**src/rtl/jtag_master_if.sv**
```systemverilog
// Command/response handshake between a host and the JTAG master engine.
interface jtag_master_if;
    logic        cmd_valid;
    logic        cmd_ready;
    logic [1:0]  cmd_type;
    logic [5:0]  cmd_len;
    logic [63:0] cmd_data;
    logic        rsp_valid;
    logic [63:0] rsp_data;

    // Host side: issues commands, observes responses.
    modport master (
        output cmd_valid, cmd_type, cmd_len, cmd_data,
        input  cmd_ready, rsp_valid, rsp_data
    );

    // Engine side: accepts commands, returns captured TDO data.
    modport slave (
        input  cmd_valid, cmd_type, cmd_len, cmd_data,
        output cmd_ready, rsp_valid, rsp_data
    );
endinterface

```
**src/rtl/jtag_master.sv**
```systemverilog
// JTAG master: runs TAP reset, IR shift and DR shift sequences on a divided
// TCK. Every sequence starts and ends in Run-Test/Idle with TCK low.
module jtag_master #(
    parameter int unsigned CLK_DIV = 4
) (
    input  logic          clk,
    input  logic          rst,
    jtag_master_if.slave  bus,
    output logic          jtag_tck,
    output logic          jtag_tms,
    output logic          jtag_tdi,
    output logic          jtag_trst,
    input  logic          jtag_tdo
);

    localparam logic [7:0] DIV_LAST = 8'(CLK_DIV - 1);

    typedef enum logic [2:0] {
        PORST,
        IDLE,
        RESET_SEQ,
        HEADER,
        SHIFT,
        TRAILER,
        DONE
    } state_t;

    state_t      state;
    state_t      next_state;

    logic [7:0]  div_cnt;
    logic        phase;        // 0 = TCK low half, 1 = TCK high half
    logic [5:0]  cnt;          // period index within the current state
    logic [5:0]  cnt_next;
    logic [1:0]  type_q;
    logic [5:0]  len_q;
    logic [63:0] data_q;
    logic [63:0] rsp_q;
    logic        por;          // reset sequence was started by rst, not by a command

    logic        active;
    logic        tick_mid;
    logic        tick_end;
    logic        accept;
    logic        period_start;
    logic        ir_next;
    logic [5:0]  hdr_last;
    logic        period_tms;
    logic        period_tdi;
    logic        period_trst;

    assign active   = (state == RESET_SEQ) || (state == HEADER) ||
                      (state == SHIFT)     || (state == TRAILER);
    assign tick_mid = active && !phase && (div_cnt == DIV_LAST);
    assign tick_end = active &&  phase && (div_cnt == DIV_LAST);
    assign accept   = (state == IDLE) && bus.cmd_valid;
    assign hdr_last = (type_q == 2'd1) ? 6'd3 : 6'd2;

    // Drive levels are loaded one edge ahead: on acceptance, on the power-on
    // kick-off, or when a TCK period ends (TCK falls on the same edge).
    assign period_start = (state == PORST) || accept || tick_end;

    // State register.
    always_ff @(posedge clk or posedge rst) begin
        if (rst) begin
            state <= PORST;
        end else begin
            state <= next_state;
        end
    end

    // Next-state selection; every sequence step advances only at a period end.
    always_comb begin
        next_state = state;
        case (state)
            PORST:     next_state = RESET_SEQ;
            IDLE: begin
                if (bus.cmd_valid) begin
                    if (bus.cmd_type == 2'd1 || bus.cmd_type == 2'd2) begin
                        next_state = HEADER;
                    end else begin
                        next_state = RESET_SEQ;
                    end
                end
            end
            RESET_SEQ: if (tick_end && cnt == 6'd5)     next_state = por ? IDLE : DONE;
            HEADER:    if (tick_end && cnt == hdr_last) next_state = SHIFT;
            SHIFT:     if (tick_end && cnt == len_q)    next_state = TRAILER;
            TRAILER:   if (tick_end && cnt == 6'd1)     next_state = DONE;
            DONE:      next_state = IDLE;
            default:   next_state = PORST;
        endcase
    end

    // Handshake outputs decoded from the state.
    always_comb begin
        bus.cmd_ready = (state == IDLE);
        bus.rsp_valid = (state == DONE);
        bus.rsp_data  = rsp_q;
    end

    // TMS/TDI/TRST levels for the period about to begin.
    always_comb begin
        cnt_next    = (next_state != state) ? 6'd0 : cnt + 6'd1;
        ir_next     = (state == IDLE) ? (bus.cmd_type == 2'd1) : (type_q == 2'd1);
        period_tms  = 1'b0;
        period_tdi  = 1'b0;
        period_trst = 1'b0;
        case (next_state)
            RESET_SEQ: begin
                period_tms  = (cnt_next < 6'd5);
                period_trst = (cnt_next < 6'd5);
            end
            HEADER:  period_tms = ir_next ? (cnt_next < 6'd2) : (cnt_next == 6'd0);
            SHIFT: begin
                period_tms = (cnt_next == len_q);
                period_tdi = data_q[cnt_next];
            end
            TRAILER: period_tms = (cnt_next == 6'd0);
            default: ;
        endcase
    end

    // TCK divider: CLK_DIV cycles low, then CLK_DIV cycles high, restarting
    // cleanly whenever no sequence is running.
    always_ff @(posedge clk or posedge rst) begin
        if (rst) begin
            div_cnt  <= '0;
            phase    <= 1'b0;
            jtag_tck <= 1'b0;
        end else begin
            if (!active) begin
                div_cnt <= '0;
                phase   <= 1'b0;
            end else if (div_cnt == DIV_LAST) begin
                div_cnt <= '0;
                phase   <= ~phase;
            end else begin
                div_cnt <= div_cnt + 8'd1;
            end
            if (tick_mid) begin
                jtag_tck <= 1'b1;
            end else if (tick_end) begin
                jtag_tck <= 1'b0;
            end
        end
    end

    // Period counter and pin levels, updated at each period start.
    always_ff @(posedge clk or posedge rst) begin
        if (rst) begin
            cnt       <= '0;
            jtag_tms  <= 1'b1;
            jtag_tdi  <= 1'b0;
            jtag_trst <= 1'b1;
        end else if (period_start) begin
            cnt       <= cnt_next;
            jtag_tms  <= period_tms;
            jtag_tdi  <= period_tdi;
            jtag_trst <= period_trst;
        end
    end

    // Command latch and power-on flag.
    always_ff @(posedge clk or posedge rst) begin
        if (rst) begin
            type_q <= '0;
            len_q  <= '0;
            data_q <= '0;
            por    <= 1'b1;
        end else begin
            if (state == IDLE) begin
                por <= 1'b0;
            end
            if (accept) begin
                type_q <= bus.cmd_type;
                len_q  <= bus.cmd_len;
                data_q <= bus.cmd_data;
            end
        end
    end

    // TDO capture on the rising TCK edge of each shift period.
    always_ff @(posedge clk or posedge rst) begin
        if (rst) begin
            rsp_q <= '0;
        end else if (accept) begin
            rsp_q <= '0;
        end else if (tick_mid && state == SHIFT) begin
            rsp_q[cnt] <= jtag_tdo;
        end
    end

endmodule

```
**src/flat_wrapper.sv**
```systemverilog
// flat-port wrapper written by rule: the top's interface ports become plain ports
module jtag_master_flat 
#(
    parameter int unsigned CLK_DIV = 4
)
  (clk, rst, jtag_tck, jtag_tms, jtag_tdi, jtag_trst, jtag_tdo, bus_cmd_valid, bus_cmd_type, bus_cmd_len, bus_cmd_data, bus_cmd_ready, bus_rsp_valid, bus_rsp_data);
  jtag_master_if bus_i ();
  input  logic clk;
  input  logic rst;
  output logic jtag_tck;
  output logic jtag_tms;
  output logic jtag_tdi;
  output logic jtag_trst;
  input  logic jtag_tdo;
  input wire logic [$bits(bus_i.cmd_valid)-1:0] bus_cmd_valid;
  input wire logic [$bits(bus_i.cmd_type)-1:0] bus_cmd_type;
  input wire logic [$bits(bus_i.cmd_len)-1:0] bus_cmd_len;
  input wire logic [$bits(bus_i.cmd_data)-1:0] bus_cmd_data;
  output wire logic [$bits(bus_i.cmd_ready)-1:0] bus_cmd_ready;
  output wire logic [$bits(bus_i.rsp_valid)-1:0] bus_rsp_valid;
  output wire logic [$bits(bus_i.rsp_data)-1:0] bus_rsp_data;
  assign bus_i.cmd_valid = bus_cmd_valid;
  assign bus_i.cmd_type = bus_cmd_type;
  assign bus_i.cmd_len = bus_cmd_len;
  assign bus_i.cmd_data = bus_cmd_data;
  assign bus_cmd_ready = bus_i.cmd_ready;
  assign bus_rsp_valid = bus_i.rsp_valid;
  assign bus_rsp_data = bus_i.rsp_data;
  jtag_master #(.CLK_DIV(CLK_DIV)) u_core (.clk(clk), .rst(rst), .bus(bus_i), .jtag_tck(jtag_tck), .jtag_tms(jtag_tms), .jtag_tdi(jtag_tdi), .jtag_trst(jtag_trst), .jtag_tdo(jtag_tdo));
endmodule
```
**config.mk**
```make
export PLATFORM = sky130hd
export DESIGN_NAME = jtag_master_flat
export DESIGN_NICKNAME = d
export VERILOG_FILES = /design/src/rtl/jtag_master_if.sv /design/src/rtl/jtag_master.sv /design/src/flat_wrapper.sv
export SDC_FILE = /design/constraint.sdc
export NUM_CORES = 1
export LEC_CHECK = 0
export CORE_UTILIZATION = 50
export CTS_BUF_LIST = sky130_fd_sc_hd__clkbuf_4
export CTS_CLUSTER_DIAMETER = 60
export DETAILED_ROUTE_END_ITERATION = 7
export PLACE_DENSITY = 0.77
export SETUP_SLACK_MARGIN = 0.15
export SLEW_MARGIN = 20
export SYNTH_ARGS = -nofsm -noshare
export SYNTH_HDL_FRONTEND = slang
export SYNTH_SLANG_ARGS = --single-unit
```
**constraint.sdc**
```tcl
create_clock -name clk -period 16.9 [get_ports clk]
set_input_delay 3.38 -clock clk [delete_from_list [all_inputs] [get_ports clk]]
set_output_delay 3.38 -clock clk [all_outputs]
set_load 0.01 [all_outputs]
```
### Yosys cells after proc, flatten, opt, wreduce, memory -nomap -nowiden

Cells that the tools add are included.

| word-level totals | value |
|---|---|
| register bits | 159 |
| input port bits | 76 |
| word-level logic and storage cells | 92 |

| operators by class | value |
|---|---|
| add/sub/neg operators | 2 |
| $lt $le $gt $ge | 5 |
| equality and inequality tests | 21 |
| multiplexer cells | 28 |
| bitwise logic cells | 1 |
| reductions and logical operators | 22 |

Operator list:

| kind | number |
|---|---|
| two-way mux 64 bit | 2 |
| bitwise mux 64 bit | 1 |
| case mux 3 bit (7 select lines) | 1 |
| equality test 6 bit | 3 |
| two-way mux 3 bit | 6 |
| two-way mux 8 bit | 2 |
| equality test 3 bit, second input constant | 5 |
| less-than comparator 6 x 7 -> 1 bit, second input constant | 2 |
| equality test 3 x 2 -> 1 bit, second input constant | 4 |
| two-way mux 1 bit | 12 |
| logical AND 1 bit | 11 |
| adder 8 x 1 -> 8 bit, second input constant | 1 |
| equality test 8 x 2 -> 1 bit, second input constant | 1 |
| adder 6 x 1 -> 6 bit, second input constant | 1 |
| binary-select mux 1 bit (select 6 bit) | 1 |
| demux 1 bit (select 6 bit) | 1 |
| equality test 6 x 1 -> 1 bit, second input constant | 1 |
| equality test 6 x 3 -> 1 bit, second input constant | 1 |
| greater-or-equal comparator 6 x 1 -> 1 bit, second input constant | 1 |
| zero test 6 bit | 1 |
| logical OR 1 bit | 6 |
| less-than comparator 6 x 2 -> 1 bit, second input constant | 1 |
| less-than comparator 6 x 3 -> 1 bit, second input constant | 1 |
| two-way mux 6 bit | 1 |
| 10 further kinds | 12 |

### Logic depth before layout (Yosys ltp)

| depth | value |
|---|---|
| depth in word-level cells | 14 |
| mapped depth | 13 |
| mapped depth without buffers | 11 |

### Worst setup path after synthesis

OpenSTA, ideal clock, no wires.

| path | value |
|---|---|
| path type | input port to flip-flop |
| start | in bus_cmd_type[1] |
| end | reg u_core.jtag_tdi |
| setup time | 0.086 ns |
| arrival | 5.289 ns |
| required time | 16.814 ns |
| path slack | 11.526 ns |
| cell stages on the path | 11 |
| cell sequence | inv_1 ha_1 nand2_1 a21oi_1 o41ai_2 a211oi_4 o21ai_2 o221ai_1 a21oi_1 or4_1 a32oi_1 |

| between the ends | value |
|---|---|
| longest elaborated chain between the ends | 10 |

RTL lines:

| element | RTL line | RTL |
|---|---|---|
| start, declared | flat_wrapper.sv:16 | `input wire logic [$bits(bus_i.cmd_type)-1:0] bus_cmd_type;` |
| equality test 2 x 1 -> 1 bit / equality test 2 bit (equally long branches) | jtag_master.sv:79 | `if (bus.cmd_type == 2'd1 \|\| bus.cmd_type == 2'd2) begin` |
| logical OR 1 bit * | jtag_master.sv:79 |  |
| two-way mux 1 bit * | jtag_master.sv:79 |  |
| two-way mux 3 bit * | jtag_master.sv:78 | `if (bus.cmd_valid) begin` |
| case mux 3 bit (7 select lines) * | jtag_master.sv:75 | `case (state)` |
| != test 3 bit | jtag_master.sv:104 | `cnt_next = (next_state != state) ? 6'd0 : cnt + 6'd1;` |
| two-way mux 6 bit | jtag_master.sv:104 |  |
| binary-select mux 1 bit (select 6 bit) | jtag_master.sv:117 | `period_tdi = data_q[cnt_next];` |
| two-way mux 1 bit (not written as such) | jtag_master.sv:117 |  |
| two-way mux 1 bit * | jtag_master.sv:109 | `case (next_state)` |
| end signal, assigned | jtag_master.sv:159 | `jtag_tdi <= period_tdi;` |
| end, declared | jtag_master.sv:11 | `output logic jtag_tdi,` |

Every way passes the cells marked *; elsewhere a longest branch is shown, timed or not. The select of a mux whose other input is x is not followed.
A chain may end at the register's enable or synchronous reset.

### Final worst setup path

| path | value |
|---|---|
| start | reg u_core.state[0] |
| end | out bus_cmd_ready |

| between the ends | value |
|---|---|
| longest elaborated chain between the ends | 1 |

RTL lines:

| element | RTL line | RTL |
|---|---|---|
| start, declared | jtag_master.sv:28 | `state_t state;` |
| start signal, assigned | jtag_master.sv:68 | `state <= next_state;` |
| equality test 3 x 1 -> 1 bit | jtag_master.sv:97 | `bus.cmd_ready = (state == IDLE);` |
| end, declared | flat_wrapper.sv:19 | `output wire logic [$bits(bus_i.cmd_ready)-1:0] bus_cmd_ready;` |

No other way between the ends.

==> metrics.txt <==
run status finished clean; Max Slew Vio Count 0; VDD IR max 49.2 uV; synthesis-stage register bit count 159; top cell type's share of synthesized area 0.490; fin crit period 5.71 ns; dominant cell type by area after synthesis dfrtp_1; Clk pin slew, worst setup/hold paths 0.13 ns; pin count of the biggest net entering global routing 99; row count 45; drt wl/cell 16.5 microns; period utilization 0.338; Num CTS Buffers 17; mapped cell area 0.00797 sq mm; crit path max-delay cell type clkdlybuf4s50_1; fmax 0.175 GHz; element type at the critical path start register; Die ar. 0.0164 sq mm; critical path class reg -> out; post-cts resize count 0; Total GRT Usage 0.240; Die Y 128 microns; Hold-fix buffers, CTS 0; WP data required 13.52 ns; Sink Count 159; Die W 128 microns; vias per cell 5.54; Fin Setup TNS 0 ns; top_reg_cell synth dfrtp_1; post-DP HPWL 12.6 mm; initial core utilization 0.518; Synth cell types 62; Max-slew headroom 0.297; Worst-Margin Slew 1.05 ns; Clock H-tree levels 4; synth cell count leaders dfrtp_1 (156), nand2_1 (97), nor2_1 (83); Clock Latency Late Sink 0.59 ns; most frequent cell after synthesis dfrtp_1; post-synth net total 881; unrepaired setup endpoints after global routing false; initial DRC count 465; WP buf/inv 2; PD cells 67.2 mW/mm^2; antenna viol nets, final 0; Cells after Synth 801; Root Buffer clkbuf_4; GPL Wtd Cong 0.836; core area 0.0154 sq mm; CP Capture Type primary output; Post-synth EDFFs 0; post-CTS setup buffers 0; fill cell count 1,273; DRT Wirelength 18.7 mm; DRT Pass-1 Iters 5; sequential fraction of the synthesis area 0.500; ys async rst share 1.00; share of cells above drive strength 1 0.154; Final Hold Vio Count 0; Ports 146; syn avg cell area 9.95 sq um; grt ovf 0; Worst Skew 0.0175 ns; DRC 0; Synth area leaders dfrtp_1 (49%), mux2_2 (10%), o21ai_0 (4.7%); detailed-route via count 6,273; CP top delay family buffers and inverters; Synth Warn # 0; count of final setup violators 0; CTS tree yes; Max Cap Viol 0; crit-path cells inv_2, nor3_1, clkdlybuf4s50_1; clock buffer depth 2; critical-path maximum fanout 9; global-route wire length before repair 30.5 mm; Leak Pwr 3.86 nW; antenna violations before repair 1; vias in the first global route 6,033; Port Buffer Count 145; Hold WS 0.518 ns; Syn-to-layout area delta 22.5%; fin nets 988; hold crit path type reg -> reg; CP peak stage delay 0.63 ns; Arr. time, crit path 2.33 ns
## power breakdown
part,leakage [nW],switching [W],internal (W),total (W)
sequential,1.92,0.000000202,0.000383,0.000383
clock,0.143,0.000141,0.0000765,0.000217
combinational,1.80,0.0000259,0.0000294,0.0000552
total,3.86,0.000167,0.000489,0.000656
## cell families (layout without fill, tap and decap cells)
group,Yosys count,count (layout),synth area share
simple gates,265,265,0.156
flops,159,159,0.500
xor+xnor,26,26,0.0319
mux,93,93,0.141
compound gates,183,183,0.131
fa+ha+maj,4,4,0.00628
other cells,0,1,0
buf+inv,71,191,0.0349
## per-layer routing
layer | wire length, microns | vias up | track usage | share of wire
met4 | 420 | 0 | 0.112 | 0.022
li1 | - | 3013 | - | -
met2 | 8650 | 207 | 0.371 | 0.46
met5 | 0 | - | 0 | 0
met3 | 1230 | 30 | 0.0605 | 0.066
met1 | 8390 | 3023 | 0.319 | 0.45
## sequential cells by signal, indices dropped and copies added, names as in the netlist
signal               count
u_core.phase             1
u_core.jtag_trst         1
u_core.jtag_tck          1
u_core.data_q           64
u_core.por               1
u_core.type_q            2
u_core.jtag_tms          1
u_core.jtag_tdi          1
u_core.bus.rsp_data     64
u_core.len_q             6
u_core.cnt               6
u_core.state             3
u_core.div_cnt           8
## stage by stage
step                      std cells  setup WS (ns)  instance area (sq um)  power (W)  utilization
after floorplan                 801           9.23                   7970   0.000421            -
after global placement         1099          10.68                   9480   0.000445        0.617
after detailed placement       1099          10.59                   9480   0.000446        0.617
after CTS                      1131          11.18                   9730   0.000660        0.633
after global routing           1133          11.00                   9760   0.000681        0.635
final                          1133          11.19                   9760   0.000656        0.635
## cell usage in the layout (no fill, tap or decap), drive strengths merged, types with 15 or more instances in the layout
master         synthesis  final
clkbuf                54     19
nand3                 26     26
clkdlybuf4s50          0    144
nand2                 97     97
o21ai                 78     78
nor2                  83     83
a21oi                 68     68
mux2                  72     72
dfrtp                156    156
xnor2                 15     15
## path summary, 6_finish.rpt
check                           cells past startpoint                       from                             to  slack [ns]
worst min-delay path                                1     u_core.por$_DFFE_PP1P_         u_core.por$_DFFE_PP1P_        0.52
max in group asynchronous                           3                        rst  u_core.data_q[34]$_DFFE_PP0P_       12.22
worst max register to register                      9  u_core.cnt[3]$_DFFE_PP0P_    u_core.jtag_tdi$_DFFE_PP0P_       13.40
worst max-delay path                                3  u_core.state[0]$_DFF_PP0_                  bus_cmd_ready       11.19
worst min register to register                      1     u_core.por$_DFFE_PP1P_         u_core.por$_DFFE_PP1P_        0.52
min in group asynchronous                           2                        rst    u_core.len_q[1]$_DFFE_PP0P_        3.32
## layout make-up
class,count,area [sq um],area share
Multi-Input combinational cell,571,3710,0.380
Clock buffer,19,143,0.0146
Clock inverter,13,114,0.0117
Tap cell,211,264,0.0271
Timing Repair Buffer,151,1500,0.154
Antenna cell,1,2.50,0.000257
Inverter,8,35.0,0.00359
Sequential cell,159,3980,0.408
Note: power is estimated with default switching activity, not from simulation.
==> patch 1 (config.mk and constraints unchanged) <==
Re-encode `state_t` (7 states) as one-hot, 7 bits wide.
--- a/src/rtl/jtag_master.sv
+++ b/src/rtl/jtag_master.sv
@@ -15,14 +15,14 @@
 
     localparam logic [7:0] DIV_LAST = 8'(CLK_DIV - 1);
 
-    typedef enum logic [2:0] {
-        PORST,
-        IDLE,
-        RESET_SEQ,
-        HEADER,
-        SHIFT,
-        TRAILER,
-        DONE
+    typedef enum logic [6:0] {
+        PORST     = 7'b0000001,
+        IDLE      = 7'b0000010,
+        RESET_SEQ = 7'b0000100,
+        HEADER    = 7'b0001000,
+        SHIFT     = 7'b0010000,
+        TRAILER   = 7'b0100000,
+        DONE      = 7'b1000000
     } state_t;
 
     state_t      state;
Formal check against the unedited RTL: no difference found for any inputs over 10 cycles, from zero or initial values and one cycle with rst high; not proved beyond that.
==> patch 1 against the original RTL <==
Routed wire length up 30%; design area up 6.3%; area after synthesis up 7.3%; utilization down 1.2 points; final cell count up 18%; hold slack worse by 0.034 ns; synthesized cell count up 25%; first-iteration DRC count up 61%; setup slack worse by 0.75 ns; sequential share of layout area down 1.4 points; largest cell class is now multi-input gates; count of clock-buffer cells in the layout down 2; sequential cell count up 4.
Power is not compared: it rests on default switching activity, and its combinational part moved more than twofold at a synthesized area within 25%.
==> patch 1: results <==
[outcome]
outcome = "finished, final reports clean"

[placed_design]
dp_slack_ns = 9.55
post_dp_cell_area_mm2 = 0.0101
place.gp.congestion = 0.935
post-place-cells = 1302
dp_hpwl_mm = 16.4

[grt]
grt_util_met3_pct = 4.52
grt_max_degree = 132
use_met2_pct = 45.4
first_global_vias = 7458
antenna_found_initial = 1
use_met1_pct = 40.5
grt_use_total_pct = 28.6
grt_pass1_wl_mm = 39.6

[synthesis]
synth_top_area_share_pct = 46.5
synth_area_leaders = "dfrtp_1 (47%), nand2_1 (11%), a21oi_1 (7.1%)"
synth_top_cells_by_count = "nand2_1 (258), dfrtp_1 (159), a21oi_1 (122), o21ai_0 (90), clkbuf_1 (50)"
ys_seq_area_share_pct = 47.8
ys_types = 74
netlist_instances = 998
synth_nets = 1078

[drt]
drt-vias-per-instance = 5.89
drt_iter0_drc = 750
wl_per_cell_um = 18.1

[power_and_ir_drop]
worst_ir_drop_vdd_v = 0.0000541

[setup_path]
cpPeakStageDelay_ns = 0.78
crit_fanout = 84
worstPathArrival_ns = 6.96
cp_slowest_cell = "nor3_1"

[cells_and_area]
final_layout_size_suffix_gt1_share_pct = 6.37
final_cell_count_no_fill = 1335
fillers = 1456
nNetsFinal = 1181

[sta]
worst_clock_skew_ns = 0.0313
worst_pin_slew_ns = 1.13

[clocking]
cts.repair.resized = 0
cts_buffers = 17

[worst_hold_path]
hold_class = "reg -> reg"
-- patch 1: kinds of logic (layout without fill, tap and decap cells) --
logic type | count (synthesis) | after routing | share of synthesized area, %
AO/OA/AOI/OAI | 291 | 291 | 20.7
XOR/XNOR | 24 | 24 | 2.46
adder cells (fa/ha/maj) | 4 | 4 | 0.586
buffers and inverters | 83 | 199 | 4.13
flip-flops | 163 | 163 | 47.8
multiplexers | 18 | 18 | 2.33
other | 0 | 1 | 0
AND/OR/NAND/NOR | 415 | 415 | 22.0
-- patch 1: per-stage QoR --
step                      power (W)  hold WS [ns]
after floorplan            0.000648         0.437
after global placement     0.000739         0.452
after detailed placement   0.000739         0.461
after CTS                  0.000973         0.487
after global routing        0.00102         0.509
final                      0.000972         0.485
-- patch 1: path summary, 6_finish.rpt --
check | from | endpoint | slack (ns) | cells past startpoint
max | bus_cmd_valid | u_core.bus.rsp_data[60]$_DFFE_PP0P_ | 10.44 | 9
min | u_core.por$_DFFE_PP1P_ | u_core.por$_DFFE_PP1P_ | 0.48 | 2
max reg2reg | u_core.cnt[3]$_DFFE_PP0P_ | u_core.jtag_tdi$_DFFE_PP0P_ | 12.85 | 10
min reg2reg | u_core.por$_DFFE_PP1P_ | u_core.por$_DFFE_PP1P_ | 0.48 | 2
max in group asynchronous | rst | u_core.data_q[8]$_DFFE_PP0P_ | 12.36 | 3
min in group asynchronous | rst | u_core.bus.rsp_data[26]$_DFFE_PP0P_ | 3.31 | 2
-- patch 1: critical path, delay by kind of cell --
kind	cells	cell delay (ns)
buffers and inverters	2	1.26
and+or+nand+nor	5	2.00
AOI/OAI and AO/OA	2	0.31
-- patch 1: where the power goes --
group	internal (W)	switching (W)	total, W
Combinational	0.000107	0.000191	0.000298
Sequential	0.000412	0.0000271	0.000439
Clock	0.0000888	0.000147	0.000236
-- patch 1: cell type report --
| type | count | area (µm²) | share of cell area (%) |
|---|---|---|---|
| multi-input cells | 752 | 4130 | 39.9 |
| flip-flops and latches | 163 | 4080 | 39.4 |
| repair buffers | 156 | 1540 | 14.9 |
| well taps | 220 | 275 | 2.65 |
| clock inverters | 15 | 158 | 1.52 |
| clock buffers | 17 | 128 | 1.23 |
| inverters | 11 | 46.3 | 0.446 |
| diodes | 1 | 2.50 | 0.0241 |
-- patch 1: routing by layer --
layer  share of wire, %  vias up  wire, µm
li1                   -     3699         -
met1                 44     3760     10600
met2                 48      365     11600
met3                6.7       33      1630
met4                1.6        0       388
met5                  0        -         0
==> patch 2 (same settings) <==
Made on the original files. One comparison of `cnt` changes from == to >=.
--- a/src/rtl/jtag_master.sv
+++ b/src/rtl/jtag_master.sv
@@ -83,7 +83,7 @@
                     end
                 end
             end
-            RESET_SEQ: if (tick_end && cnt == 6'd5)     next_state = por ? IDLE : DONE;
+            RESET_SEQ: if (tick_end && cnt >= 6'd5)     next_state = por ? IDLE : DONE;
             HEADER:    if (tick_end && cnt == hdr_last) next_state = SHIFT;
             SHIFT:     if (tick_end && cnt == len_q)    next_state = TRAILER;
             TRAILER:   if (tick_end && cnt == 6'd1)     next_state = DONE;
Function: no difference found for any inputs over 10 cycles, from zero or initial values and one cycle with rst high; that may be too few to reach the edited logic, so the function may still have changed.
==> patch 2 against the original RTL <==
Sequential cell count unchanged; routed wire length up 1.6%; setup slack worse by 0.13 ns; design area down 0.51%; critical path depth down 1; area after synthesis down 0.69%; global-route usage up 0.79 points; power down 2.3%; highest routed layer unchanged.
==> patch 2: results <==
[power_and_ir_drop]
switching_share_pct = 25.5
maxPowerGroup = "sequential cells"
p_comb_share_pct = 5.1
p_clk_share_pct = 35.3
p_leak_nw = 3.96
totalPowerFinal_w = 0.000641
worst_ir_drop_vdd_v = 0.0000493

[drt]
drt-vias-per-instance = 5.71
totalWireLength_mm = 19.0
drt_iter0_drc = 539
wl_per_cell_um = 17.0

[placed_design]
post_dp_cell_area_mm2 = 0.00943
post-place-cells = 1083
place.gp.congestion = 0.847
dp_hpwl_mm = 12.8
dp_slack_ns = 10.57

[setup_path]
cpPeakStageDelay_ns = 0.66
crit_fanout = 16

[cells_and_area]
final_layout_size_suffix_gt1_share_pct = 15.2

[synthesis]
synthXorXnorAreaFrac_pct = 2.44
synth_mux_area_share_pct = 15.6
synthAdderAreaFrac_pct = 0.791
netlist_instances = 782
synth_nets = 863
ys_types = 57
synth_top_cells_by_count = "dfrtp_1 (156), nand2_1 (88), nor2_1 (78), mux2_2 (74)"
synth_area_leaders = "dfrtp_1 (49%), mux2_2 (11%), nand2_1 (4.2%)"
synth_compound_area_share_pct = 12.3

[grt]
first_global_vias = 6236
grt_max_degree = 89
antenna_found_initial = 1
grt_use_total_pct = 24.8

[sta]
worst_clock_skew_ns = 0.0240
relSlewSlack_pct = 34.0

[outcome]
outcome = "finished, final reports clean"

[clocking]
path_clk_slew_ns = 0.15

[worst_hold_path]
hold_class = "reg -> reg"
-- patch 2: cell types whose count changed after synthesis, sizes merged, moves of 3 or more --
cell	before	now
o21ai	78	66
nand2	97	88
a21oi	68	65
mux4	8	12
and3	4	10
a221o	0	4
nor2b	10	16
xor2	11	7
nor2	83	78
-- patch 2: path summary, 6_finish.rpt --
kind,start,to,slack (ns),cells after the start
setup / recovery,u_core.state[0]$_DFF_PP0_,bus_cmd_ready,11.06,2
hold / removal,u_core.div_cnt[0]$_DFF_PP0_,u_core.div_cnt[0]$_DFF_PP0_,0.50,1
setup reg to reg,u_core.cnt[4]$_DFFE_PP0P_,u_core.jtag_tms$_DFFE_PP1P_,13.34,9
hold reg to reg,u_core.div_cnt[0]$_DFF_PP0_,u_core.div_cnt[0]$_DFF_PP0_,0.50,1
max in group asynchronous,rst,u_core.data_q[28]$_DFFE_PP0P_,12.43,3
min in group asynchronous,rst,u_core.type_q[1]$_DFFE_PP0P_,3.24,2
-- patch 2: metal layers --
| layer | wire length, µm | global-route usage [%] |
|---|---|---|
| met5 | 0 | 0 |
| met2 | 9100 | 39.6 |
| met3 | 1270 | 6.64 |
| met4 | 457 | 10.0 |
| met1 | 8150 | 32.3 |
-- patch 2: cell type report --
type	instances	area, µm²
Antenna cell	1	2.50
Sequential cell	159	3980
Tap cell	211	264
Multi-Input combinational cell	556	3670
Inverter	8	35.0
Clock inverter	14	134
Clock buffer	18	135
Timing Repair Buffer	149	1480
Fill cell	1291	5610
-- patch 2: worst max-delay path, delay by kind of cell, from the launching register on --
| family | cells | cell delay [ns] |
|---|---|---|
| buffers and inverters | 1 | 0.66 |
| DFF | 1 | 0.63 |
| and+or+nand+nor | 1 | 0.59 |
